<file path="src/rtl/recibir_datos.sv">
// 8N1 UART receiver: synchronises rx, samples each bit at its centre and
// presents the received byte with a one-cycle listo strobe.
module recibir_datos #(
    parameter int CLKS_PER_BIT = 5208,  // must be >= 4
    parameter int SYNC_STAGES  = 2      // 2..3
) (
    input  logic       clk,
    input  logic       rst,
    input  logic       rx,
    output logic [7:0] datos,
    output logic       listo,
    output logic       error_trama,
    output logic       ocupado
);

    localparam int CW = $clog2(CLKS_PER_BIT);
    localparam logic [CW-1:0] HALF_CNT = CW'(CLKS_PER_BIT / 2 - 1);
    localparam logic [CW-1:0] LAST_CNT = CW'(CLKS_PER_BIT - 1);

    typedef enum logic [2:0] {
        IDLE,
        START,
        DATA,
        STOP,
        BREAK
    } state_t;

    state_t               state, state_n;
    logic [CW-1:0]        cnt, cnt_n;
    logic [2:0]           bit_idx, bit_idx_n;
    logic [7:0]           shreg, shreg_n;
    logic [7:0]           datos_n;
    logic                 listo_n, error_n;
    logic [SYNC_STAGES-1:0] sync;
    logic                 rxs;

    // Reset the chain to the idle level so a reset never fakes a start bit.
    always_ff @(posedge clk) begin
        if (rst) sync <= '1;
        else     sync <= {sync[SYNC_STAGES-2:0], rx};
    end

    assign rxs = sync[SYNC_STAGES-1];

    // NOTE: every signal written here gets a default first, so no path leaves
    // one unassigned and no latch is inferred.
    always_comb begin
        state_n   = state;
        cnt_n     = cnt + 1'b1;
        bit_idx_n = bit_idx;
        shreg_n   = shreg;
        datos_n   = datos;
        listo_n   = 1'b0;
        error_n   = 1'b0;

        case (state)
            IDLE: begin
                cnt_n = '0;
                if (!rxs) state_n = START;
            end
            START: begin
                if (cnt == HALF_CNT) begin
                    cnt_n     = '0;
                    bit_idx_n = 3'd0;
                    // A start bit that is gone by its centre was a glitch.
                    state_n   = rxs ? IDLE : DATA;
                end
            end
            DATA: begin
                if (cnt == LAST_CNT) begin
                    cnt_n            = '0;
                    shreg_n[bit_idx] = rxs;
                    bit_idx_n        = bit_idx + 3'd1;
                    if (bit_idx == 3'd7) state_n = STOP;
                end
            end
            STOP: begin
                if (cnt == LAST_CNT) begin
                    cnt_n = '0;
                    if (rxs) begin
                        datos_n = shreg;
                        listo_n = 1'b1;
                        state_n = IDLE;
                    end else begin
                        error_n = 1'b1;
                        state_n = BREAK;
                    end
                end
            end
            BREAK: begin
                // A line stuck low must return high before a new frame can start.
                cnt_n = '0;
                if (rxs) state_n = IDLE;
            end
            default: begin
                cnt_n   = '0;
                state_n = IDLE;
            end
        endcase
    end

    // NOTE: sequential state uses non-blocking assignments so every register
    // samples the pre-edge values, independent of statement order.
    always_ff @(posedge clk) begin
        if (rst) begin
            state       <= IDLE;
            cnt         <= '0;
            bit_idx     <= 3'd0;
            shreg       <= 8'h00;
            datos       <= 8'h00;
            listo       <= 1'b0;
            error_trama <= 1'b0;
        end else begin
            state       <= state_n;
            cnt         <= cnt_n;
            bit_idx     <= bit_idx_n;
            shreg       <= shreg_n;
            datos       <= datos_n;
            listo       <= listo_n;
            error_trama <= error_n;
        end
    end

    assign ocupado = (state != IDLE);

endmodule

</file>
<file path="config.mk">
export PLATFORM = sky130hd
export DESIGN_NAME = recibir_datos
export DESIGN_NICKNAME = d
export VERILOG_FILES = /design/src/rtl/recibir_datos.sv
export SDC_FILE = /design/constraint.sdc
export NUM_CORES = 1
export LEC_CHECK = 0
export ABC_AREA = 1
export CAP_MARGIN = 20
export CORE_MARGIN = 3
export CORE_UTILIZATION = 45
export DETAILED_ROUTE_END_ITERATION = 7
export PLACE_DENSITY = 0.74
export SYNTH_ARGS = -nofsm -noshare
export SYNTH_HDL_FRONTEND = slang
export SYNTH_SLANG_ARGS = --single-unit
</file>
<file path="constraint.sdc">
create_clock -name clk -period 4.8 [get_ports clk]
set_input_delay 0.96 -clock clk [delete_from_list [all_inputs] [get_ports clk]]
set_output_delay 0.96 -clock clk [all_outputs]
set_load 0.01 [all_outputs]
</file>
; ---- After elaboration in Yosys (flattened, before gate mapping)
; Cells that the tools add are included.
[classes]
add_sub_neg = 2
magnitude_cmp = 2
eq_ne = 13
muxes = 20
bitwise_logic = 2
reduce_logical = 10
[op_table]
columns = op, n
row1 = $mux 3, 9
row2 = $mux 13, 2
row3 = $pmux 13 s2, 1
row4 = $pmux 3 s5, 1
row5 = $add 13x1->13 const B, 1
row6 = $eq 13x12->1 const B, 1
row7 = $eq 13x13->1 const B, 1
row8 = $ne 2x2->1 const B, 6
row9 = $bwmux 8, 1
row10 = $eq 3x2->1 const B, 2
row11 = $eq 3x3->1 const B, 2
row12 = $pmux 3 s2, 1
row13 = $reduce_and 3->1, 2
row14 = $reduce_and 6->1, 1
row15 = $lt 3x4->1 const B, 1
row16 = $add 3x1->3 const B, 1
row17 = $demux 1 s3, 1
row18 = $eq 3x1->1 const B, 1
row19 = $ge 3x1->1 const B, 1
row20 = $logic_not 3->1, 1
row21 = $mux 1, 3
row22 = $reduce_bool 3->1, 1
row23 = $reduce_or 3->1, 1
row24 = $mux 2, 1
row25 = other kinds (5), 6
[totals]
regBits = 39
in_bits = 3
output_inout_bits = 11
wordCells = 57

; ---- Longest topological paths before layout
; Gate-level depths: netlist (run 1).
[depth]
depth_word = 5
depth_mapped = 10
mapped_depth_nobuf = 10

; ---- Worst setup path after synthesis (run 1)
; Ideal clock, no wire load.
[synth_path]
path_kind = register -> output
start = register state[2]
end = output ocupado
t_arrival_ns = 0.652
required_time_ns = 3.840
setup_slack_ns = 3.188
path_stages_with_launch = 3
path_buffers = 0
cell_sequence = dfxtp_1 > nor2_1 > nand2_1
[synth_between]
elab_chain_len = 1
[synth_rtl]
columns = element, line_no
row1 = start: declaration, 28  ; state_t state, state_n;
row2 = start signal: assignment, 114  ; state <= state_n;
row3 = $reduce_bool 3->1, 124  ; assign ocupado = (state != IDLE);
row4 = end: declaration, 13  ; output logic ocupado
; Every way passes these cells.

; ---- Worst setup path after layout (run 1)
; Ends and elaborated chain as after synthesis.

==> results of run 1 <==
[registers in the layout, summed over array words and instances (netlist names)]
| register | cells |
|---|---|
| listo | 1 |
| sync | 2 |
| state | 3 |
| bit_idx | 3 |
| error_trama | 1 |
| datos | 8 |
| shreg | 8 |
| cnt | 13 |
[cells in the final DEF, fill, tap and decap left out]
| master | count |
|---|---|
| inv_4 | 1 |
| o21ai_1 | 7 |
| o21ai_0 | 4 |
| dfxtp_1 | 39 |
| clkinv_2 | 1 |
| nor3b_4 | 1 |
| nor3_1 | 7 |
| nand2_2 | 3 |
| a31oi_1 | 1 |
| inv_1 | 27 |
| o21bai_2 | 1 |
| nor2_1 | 50 |
| nand2_1 | 42 |
| clkbuf_8 | 5 |
| nor3_4 | 1 |
| and3_1 | 1 |
| nand4_1 | 4 |
| clkinvlp_4 | 2 |
| nand3_1 | 20 |
| or2_2 | 2 |
| xor2_1 | 5 |
| nor2_4 | 2 |
| or2_1 | 1 |
| o21ai_2 | 1 |
| nor2_2 | 2 |
| nand3_4 | 1 |
| a21oi_1 | 17 |
| inv_2 | 4 |
| ha_1 | 3 |
| nor3_2 | 1 |
| clkdlybuf4s50_1 | 13 |
| nor3b_1 | 1 |
[worst register-to-register path: stages, from the launching register on]
cell and delay (ps):
dfxtp_1 350, ha_1 200, nand2_1 110, nor2_2 190, nand3_4 130, nor3_4 370
inv_4 120, o21ai_1 150, nor2_1 50
[layer usage]
metal / share of wire / wire [µm]
met2: 0.40 / 1260
met3: 0.046 / 147
met1: 0.53 / 1680
met4: 0.025 / 80
met5: 0 / 0
[report_power, final]
| part | leakage [nW] | total [mW] | switching, mW | internal, mW |
|---|---|---|---|---|
| clock network | 0.0402 | 0.222 | 0.121 | 0.101 |
| registers | 0.315 | 0.368 | 0.0260 | 0.342 |
| logic | 0.481 | 0.192 | 0.123 | 0.0697 |
[worst paths after layout]
check,start,endpoint
min,sync[0]$_SDFF_PP1_,sync[1]$_SDFF_PP1_
max reg2reg,cnt[0]$_SDFF_PP0_,datos[2]$_SDFFE_PP0P_
max,state[2]$_SDFFE_PP0P_,ocupado
min reg2reg,sync[0]$_SDFF_PP1_,sync[1]$_SDFF_PP1_
[Yosys cell counts]
library cell	instances	area share
a21oi_1	17	0.047
a31oi_1	1	0.0034
and3_1	1	0.0034
buf_2	1	0.0028
clkbuf_1	2	0.0041
dfxtp_1	39	0.43
ha_1	3	0.021
inv_1	27	0.056
inv_2	4	0.0083
inv_4	1	0.0034
nand2_1	42	0.087
nand2_2	3	0.010
nand3_1	20	0.055
nand3_4	1	0.0096
nand4_1	4	0.014
nor2_1	50	0.10
nor2_2	2	0.0069
nor2_4	2	0.012
nor3_1	7	0.019
nor3_2	1	0.0055
nor3_4	1	0.0089
nor3b_1	1	0.0041
nor3b_4	1	0.010
o21ai_0	4	0.011
o21ai_1	7	0.019
o21ai_2	1	0.0048
o21bai_2	1	0.0062
or2_1	1	0.0034
or2_2	2	0.0069
xor2_1	5	0.024
[cells by family (layout without fill, tap and decap cells)]
logic type | count (synthesis) | count (layout)
AND/OR/NAND/NOR | 139 | 139
XOR/XNOR | 5 | 5
flip-flops | 39 | 39
buffers and inverters | 35 | 53
AO/OA/AOI/OAI | 31 | 31
adder cells (fa/ha/maj) | 3 | 3
[area by class of cell]
class	instances	area share
repair buffers	13	0.0624
clock buffers	5	0.0330
inverters	32	0.0588
clock inverters	3	0.00960
flip-flops and latches	39	0.375
multi-input cells	178	0.433
well taps	48	0.0288
[per-stage QoR]
stage	setup WS, ps	hold slack [ps]	area [µm²]	total power [mW]
after floorplan	3190	389	1820	0.521
after global placement	2480	394	2000	0.566
after detailed placement	2370	396	2000	0.566
after CTS	2350	419	2080	0.789
after global routing	2270	437	2080	0.844
final	2360	416	2080	0.782
==> reports/qor.txt, run 1 <==
Status -> finished clean
Antenna violations before repair -> 0
DIE AREA -> 0.00484 mm²
Reg2Reg Setup Slack -> 3050 ps
Die Y -> 69.6 µm
Vias per inst -> 4.74
Hold Path Class -> flop to flop
FF-to-FF path depth -> 8
CTS tree -> done
Ports -> 14
Vias in the first global route -> 1354
CP delay by family, top -> buffers and inverters
Yosys reg bits -> 39
DP HPWL -> 2330 µm
Met3 GRT Util -> 0.0478
TritonRoute pass-1 iters -> 4
Layout net count -> 275
Top achievable clock speed -> 410 MHz
GRT busiest layer -> met2
Max-slew headroom -> 0.626
Met1 GRT Util -> 0.208
Cell variety after synth -> 30
Clk root buf -> clkbuf_8
Max stage delay on crit path -> 530 ps
Core box area -> 0.00377 mm²
DRC Markers -> 0
Number of fill cells -> 386
Worst Hold Depth -> 1
First-pass GRT wire length -> 5950 µm
Post-Synth Simple-Gate Area -> 0.360
Share of layout cells above drive strength 1 -> 0.104
Largest net degree at the start of global routing -> 22
Fin util -> 0.553
Syn avg cell area -> 7.21 µm²
Gpl congestion -> 0.844
Avg WL per Cell -> 9.97 µm
Clock latency on the worst-skew pair -> 300 ps
Setup Buffers After CTS -> 0
Worst Setup Start Kind -> flop
Syn Nets -> 258
Final Skew -> 6.73 ps
H-tree levels -> 2
Slowest CP cell -> clkdlybuf4s50_1
Setup TNS -> 0 ps
Final worst path period share -> 0.508
Crit Path Max Fanout -> 7
Worst-path cell chain -> nor2_1, nand2_1, clkdlybuf4s50_1
CP Data Arrival Time -> 1480 ps
Iteration-0 DRC count of the detailed router -> 109
RSZ-0062 raised after global routing -> false
Post-synthesis compound-gate area fraction -> 0.0915
Antenna Cells -> 0
Layout Cells excl Fill -> 318
Final setup viols -> 0
Min cycle time layout -> 2440 ps
VDD IR-drop max -> 0.199 mV
Final number of max-transition violations -> 0
Adder-cell share of the synthesized area -> 0.0206
GRT Resource Usage Total -> 0.153
Mux contribution to synthesized area -> 0
Site Rows -> 22
Footprint of the multi-input gates -> 902 µm²
Pleak -> 0.836 nW
Clock Tree Buf Depth -> 2
Max-capacitance violation count -> 0
P&R area growth vs syn -> 14.7%
Sequential cell area -> 781 µm²
CP Capture Type -> output port
Levels on crit path -> 3
Register area share after synthesis -> 0.429
CTS Buf Count -> 5
Tightest Pin Transition -> 560 ps
Bufs and invs on worst path -> 1
Largest family of logic cells by synthesized area -> simple AND/OR/NAND/NOR gates
Clock-pin slew of the registers on the worst-case setup and hold paths -> 80 ps
Buffers on Ports -> 13
Post-Syn Area -> 0.00182 mm²
Die Wd -> 69.6 µm
Remaining global-route overflow -> 0
Antenna viol nets, final -> 0
Worst Path Required -> 3840 ps
Kind of critical path -> flop to output port
Hold Buf Count CTS -> 0
Cts repair resizes -> 0
Vias -> 1507
Pwr Density -> 375 mW/mm²
Met2 GRT Util -> 0.213
Placed cells -> 310
Num Clock Sinks -> 39
Total wire length -> 3170 µm
Synth Warn # -> 0
Initial core utilization -> 0.482
Post-Syn Instances -> 252
Final Hold Fails -> 0
Xor and xnor area share after synthesis -> 0.0241
Note: power is estimated with default switching activity, not from simulation.
==> run 2: changes to the inputs <==
--- a/config.mk
+++ b/config.mk
@@ -10,7 +10,7 @@
 export CORE_MARGIN = 3
 export CORE_UTILIZATION = 45
 export DETAILED_ROUTE_END_ITERATION = 7
-export PLACE_DENSITY = 0.74
+export PLACE_DENSITY = 0.77
 export SYNTH_ARGS = -nofsm -noshare
 export SYNTH_HDL_FRONTEND = slang
 export SYNTH_SLANG_ARGS = --single-unit
==> constraint.sdc (replaced) <==
create_clock -name clk -period 2.15 [get_ports clk]
set_input_delay 0.43 -clock clk [delete_from_list [all_inputs] [get_ports clk]]
set_output_delay 0.43 -clock clk [all_outputs]
set_load 0.01 [all_outputs]
==> reports/qor.txt, run 2 (synthesized netlist as in run 1, its figures left out) <==
Status -> finished clean
Min cycle time layout -> 1960 ps
Kind of critical path -> flop to output port
Hold Path Class -> flop to flop
Biggest register -> cnt
Largest net degree at the start of global routing -> 14 (-36%)
Die Y -> 69.6 µm (unchanged)
Iteration-0 DRC count of the detailed router -> 94 (-14%)
Clk root buf -> clkbuf_8
Avg WL per Cell -> 10.2 µm (+1.9%)
DIE AREA -> 0.00484 mm² (unchanged)
Largest registers -> cnt: 13 flops, datos: 8 flops, shreg: 8 flops
P&R area growth vs syn -> 15.5%
H-tree levels -> 2 (unchanged)
Vias -> 1546 (+2.6%)
Tightest Pin Transition -> 430 ps (-130 ps)
Pleak -> 0.846 nW (+1.2%)
Most frequent cells in the layout -> nor2_1 (50), nand2_1 (42), dfxtp_1 (39), inv_1 (27), nand3_1 (20)
Max-slew headroom -> 0.712 (+0.0862)
First-pass GRT wire length -> 5800 µm (-2.5%)
Hold Buf Count CTS -> 0 (unchanged)
Setup TNS -> 0 ps (unchanged)
Vias per inst -> 4.83 (+1.9%)
Buffers on Ports -> 13 (unchanged)
VDD IR-drop max -> 0.409 mV (+110%)
Clk pwr share -> 0.280 (-0.004)
Setup Buffers After CTS -> 0 (unchanged)
Antenna Cells -> 0 (unchanged)
Number of flip-flops in the largest register -> 13 (unchanged)
Initial core utilization -> 0.482 (unchanged)
DRC Markers -> 0 (unchanged)
P_int -> 1.15 mW (+120%)
WHS -> 414 ps (-1.61 ps)
Remaining global-route overflow -> 0 (unchanged)
Vias in the first global route -> 1339 (-1.1%)
Num Clock Sinks -> 39 (unchanged)
TritonRoute pass-1 iters -> 4 (unchanged)
Site Rows -> 22 (unchanged)
Final number of max-transition violations -> 0 (unchanged)
Antenna violations before repair -> 0 (unchanged)
Gpl congestion -> 0.857 (+1.5%)
Sw Share -> 0.345 (about the same)
CTS tree -> done
Clock-pin slew of the registers on the worst-case setup and hold paths -> 80 ps (about the same)
Clock Tree Buf Depth -> 2 (unchanged)
Worst Setup Start Kind -> flop
CP Data Arrival Time -> 1530 ps (+50 ps)
Final worst path period share -> 0.912
CP Capture Type -> output port
RSZ-0062 raised after global routing -> false
Top achievable clock speed -> 510 MHz
DP HPWL -> 2410 µm (+3.6%)
Seq pwr share -> 0.469 (about the same)
GRT Resource Usage Total -> 0.148 (-0.00536)
Comb power frac -> 0.250 (+0.004)
Final Skew -> 6.90 ps (+0.173 ps)
Ports -> 14 (unchanged)
Layout net count -> 277 (+0.73%)
Switch Pwr -> 0.603 mW (+120%)
Pwr Density -> 834 mW/mm² (+120%)
CTS Buf Count -> 5 (unchanged)
Final setup viols -> 0 (unchanged)
Clock latency on the worst-skew pair -> 300 ps (about the same)
Share of layout cells above drive strength 1 -> 0.110 (+0.00659)
Placement Setup Slack -> 250 ps (-2120 ps)
Die Wd -> 69.6 µm (unchanged)
Max-capacitance violation count -> 0 (unchanged)
Post-route worst setup slack -> 189 ps (-2170 ps)
Final Hold Fails -> 0 (unchanged)
Worst Path Required -> 1720 ps (-2120 ps)
Core box area -> 0.00377 mm² (unchanged)
Crit Path Max Fanout -> 7 (unchanged)
Antenna viol nets, final -> 0 (unchanged)
Commonest non-fill, non-tap cell in the layout -> nor2_1
Cts repair resizes -> 0 (unchanged)
Total wire length -> 3250 µm (+2.6%)
-- run 2: changes by cell type in the layout (fill, tap and decap cells not counted), sizes merged --
cell / delta
buf: +2
-- run 2: layer usage --
layer / GRT usage / vias to the layer above / part of all wire
met4: 0.0564 / 0 / 0.018
met3: 0.0493 / 6 / 0.046
met1: 0.194 / 669 / 0.51
met2: 0.224 / 27 / 0.43
li1: - / 844 / -
met5: 0 / - / 0
-- run 2: layout make-up --
type                            instances  area (µm²)
Tap cell                               48        60.1
Clock buffer                            5        68.8
Clock inverter                          3        20.0
Fill cell                             371        1670
Multi-Input combinational cell        178         902
Inverter                               32         123
Sequential cell                        39         781
Timing Repair Buffer                   15         145
-- run 2: power by group through the flow --
stage	Clock, mW	Combinational, mW	Sequential (mW)
after detailed placement	0	0.434	0.837
after CTS	0.508	0.438	0.820
after global routing	0.535	0.495	0.829
final	0.491	0.438	0.821
after floorplan	0	0.339	0.825
after global placement	0	0.430	0.835
-- run 2: stage by stage --
stage / util / instances / total power, mW / area, µm²
4_1_cts: 0.557 / 320 / 1.77 / 2100
2_1_floorplan: - / 252 / 1.16 / 1820
3_5_place_dp: 0.533 / 312 / 1.27 / 2010
5_1_grt: 0.557 / 320 / 1.86 / 2100
3_3_place_gp: 0.533 / 312 / 1.26 / 2010
6_report: 0.557 / 320 / 1.75 / 2100
-- run 2: worst max-delay path, cell delays in order, from the launching register on --
cell and delay [ps]:
dfxtp_1 470, nor2_1 140, nand2_1 90, clkdlybuf4s50_1 530
-- run 2: worst paths after layout --
check	from	endpoint	slack [ps]	cells after the start
max reg2reg	cnt[0]$_SDFF_PP0_	cnt[11]$_SDFF_PP0_	400	10
min reg2reg	sync[0]$_SDFF_PP1_	sync[1]$_SDFF_PP1_	410	1
min	sync[0]$_SDFF_PP1_	sync[1]$_SDFF_PP1_	410	1
max	state[2]$_SDFFE_PP0P_	ocupado	190	3
==> run 3: changes to the inputs <==
--- a/config.mk
+++ b/config.mk
@@ -11,6 +11,7 @@
 export CORE_UTILIZATION = 45
 export DETAILED_ROUTE_END_ITERATION = 7
 export PLACE_DENSITY = 0.77
+export SETUP_SLACK_MARGIN = 0.3
 export SYNTH_ARGS = -nofsm -noshare
 export SYNTH_HDL_FRONTEND = slang
 export SYNTH_SLANG_ARGS = --single-unit
==> reports/qor.txt, run 3 (synthesized netlist as in run 1, its figures left out) <==
Status -> finished clean
Hold Buf Count CTS -> 0 (unchanged)
Pwr Density -> 837 mW/mm² (+0.39%)
CTS Buf Count -> 5 (unchanged)
Final number of max-transition violations -> 0 (unchanged)
TritonRoute pass-1 iters -> 5 (+1)
Setup TNS -> 0 ps (unchanged)
CP Data Arrival Time -> 1360 ps (-170 ps)
Remaining global-route overflow -> 0 (unchanged)
Final Hold Fails -> 0 (unchanged)
CP Launch Point -> state[2]$_SDFFE_PP0P_
Worst Hold Depth -> 1 (unchanged)
Comb power frac -> 0.254 (+0.004)
Setup Buffers After CTS -> 0 (unchanged)
Number of flip-flops in the largest register -> 13 (unchanged)
Vias -> 1551 (+0.32%)
Ports -> 14 (unchanged)
H-tree levels -> 2 (unchanged)
Clk pwr share -> 0.277 (-0.003)
Kind of critical path -> flop to output port
Max-slew headroom -> 0.779 (+0.0666)
CP Capture Type -> output port
GRT Resource Usage Total -> 0.148 (+0.000606)
WHS -> 414 ps (+0.221 ps)
Share of layout cells above drive strength 1 -> 0.129 (+0.0184)
Biggest register -> cnt
Final setup viols -> 0 (unchanged)
Core box area -> 0.00377 mm² (unchanged)
Vias per inst -> 4.85 (+0.32%)
CTS tree -> done
Antenna Cells -> 0 (unchanged)
Final Skew -> 7.14 ps (+0.240 ps)
Sw Share -> 0.346 (+0.00175)
Die Wd -> 69.6 µm (unchanged)
Max-capacitance violation count -> 0 (unchanged)
First-pass GRT wire length -> 5820 µm (+0.47%)
Num Clock Sinks -> 39 (unchanged)
Hold Path Class -> flop to flop
CP endpoint -> ocupado
Worst Setup Start Kind -> flop
VDD IR-drop max -> 0.415 mV (+1.5%)
Die Y -> 69.6 µm (unchanged)
P_int -> 1.16 mW (+1.1%)
R2R Path End -> shreg[5]$_SDFFE_PP0P_
Crit Path Max Fanout -> 7 (unchanged)
Gpl congestion -> 0.857 (unchanged)
Min cycle time layout -> 1790 ps (-169 ps)
Layout net count -> 277 (unchanged)
Iteration-0 DRC count of the detailed router -> 104 (+11%)
Placement Setup Slack -> 250 ps (unchanged)
DIE AREA -> 0.00484 mm² (unchanged)
Antenna viol nets, final -> 0 (unchanged)
Avg WL per Cell -> 10.3 µm (+1.4%)
Top achievable clock speed -> 558 MHz (+9.4%)
Total wire length -> 3300 µm (+1.4%)
DP HPWL -> 2410 µm (unchanged)
Buffers on Ports -> 13 (unchanged)
Clk root buf -> clkbuf_8
Clock Tree Buf Depth -> 2 (unchanged)
P&R area growth vs syn -> 16.7%
Most frequent cells in the layout -> nor2_1 (49), nand2_1 (41), dfxtp_1 (36), inv_1 (27), nand3_1 (20)
Antenna violations before repair -> 0 (unchanged)
Final worst path period share -> 0.834 (-0.0786)
Placed Area -> 0.00201 mm² (unchanged)
Site Rows -> 22 (unchanged)
Clock-pin slew of the registers on the worst-case setup and hold paths -> 80 ps (about the same)
DRC Markers -> 0 (unchanged)
Clock latency on the worst-skew pair -> 300 ps (about the same)
Worst reg2reg startpoint -> cnt[0]$_SDFF_PP0_
Reg2Reg Setup Slack -> 520 ps (+120 ps)
Largest registers -> cnt: 13 flops, datos: 8 flops, shreg: 8 flops
Final Cell Area -> 0.00212 mm² (+1.0%)
Commonest non-fill, non-tap cell in the layout -> nor2_1
FF-to-FF path depth -> 8 (-2)
Seq pwr share -> 0.469 (about the same)
Tightest Pin Transition -> 331 ps (-99.2 ps)
Worst Path Required -> 1720 ps (about the same)
Switch Pwr -> 0.615 mW (+1.9%)
Initial core utilization -> 0.482 (unchanged)
Largest net degree at the start of global routing -> 14 (unchanged)
Vias in the first global route -> 1350 (+0.82%)
Post-route worst setup slack -> 358 ps (+169 ps)
RSZ-0062 raised after global routing -> false
Pleak -> 0.851 nW (+0.55%)
Number of fill cells -> 362 (-2.4%)
## run 3: cell type report
type	count	area (µm²)	share of cell area
Clock buffer	5	68.8	0.0324
Clock inverter	3	20.0	0.00944
Inverter	32	123	0.0578
Multi-Input combinational cell	178	917	0.432
Sequential cell	39	787	0.371
Tap cell	48	60.1	0.0283
Timing Repair Buffer	15	145	0.0684
## run 3: what timing repair did
action | in CTS | in global routing
pin swaps | 0 | 1
endpoints found under the setup margin | 1 | 4
resized for setup | 4 | 4
endpoints found under the hold margin | 0 | 0
## run 3: routing by layer
layer,vias up,part of all wire,wire length [µm],global-route usage
li1,844,-,-,-
met1,679,0.51,1680,0.194
met2,22,0.43,1430,0.226
met3,6,0.039,128,0.0493
met4,0,0.018,58,0.0564
met5,-,0,0,0
## run 3: power groups by stage
| stage | sequential (mW) | clock, mW | combinational (mW) |
|---|---|---|---|
| 5_1_grt | 0.842 | 0.535 | 0.506 |
| 3_3_place_gp | 0.835 | 0 | 0.430 |
| 2_1_floorplan | 0.825 | 0 | 0.339 |
| 3_5_place_dp | 0.837 | 0 | 0.434 |
| 4_1_cts | 0.829 | 0.508 | 0.443 |
| 6_report | 0.832 | 0.492 | 0.451 |
## run 3: worst min path at each step
| stage | from | endpoint | slack [ps] |
|---|---|---|---|
| CTS | sync[0]$_SDFF_PP1_ | sync[1]$_SDFF_PP1_ | 420 |
| detailed placement | sync[0]$_SDFF_PP1_ | sync[1]$_SDFF_PP1_ | 400 |
| floorplan | sync[0]$_SDFF_PP1_ | sync[1]$_SDFF_PP1_ | 390 |
| finish | sync[0]$_SDFF_PP1_ | sync[1]$_SDFF_PP1_ | 410 |
| global placement | sync[0]$_SDFF_PP1_ | sync[1]$_SDFF_PP1_ | 390 |
| global route | sync[0]$_SDFF_PP1_ | sync[1]$_SDFF_PP1_ | 420 |
## run 3: through the flow
step | utilization | instances | power (mW)
global placement | 0.533 | 312 | 1.26
detailed placement | 0.533 | 312 | 1.27
global route | 0.562 | 320 | 1.88
CTS | 0.559 | 320 | 1.78
finish | 0.562 | 320 | 1.77
floorplan | - | 252 | 1.16
## run 3: worst max-delay path, cell delays in order (launching register included)
cell             delay, ps
dfxtp_4                380
nor2_4                 130
nand2_1                 70
clkdlybuf4s50_1        480
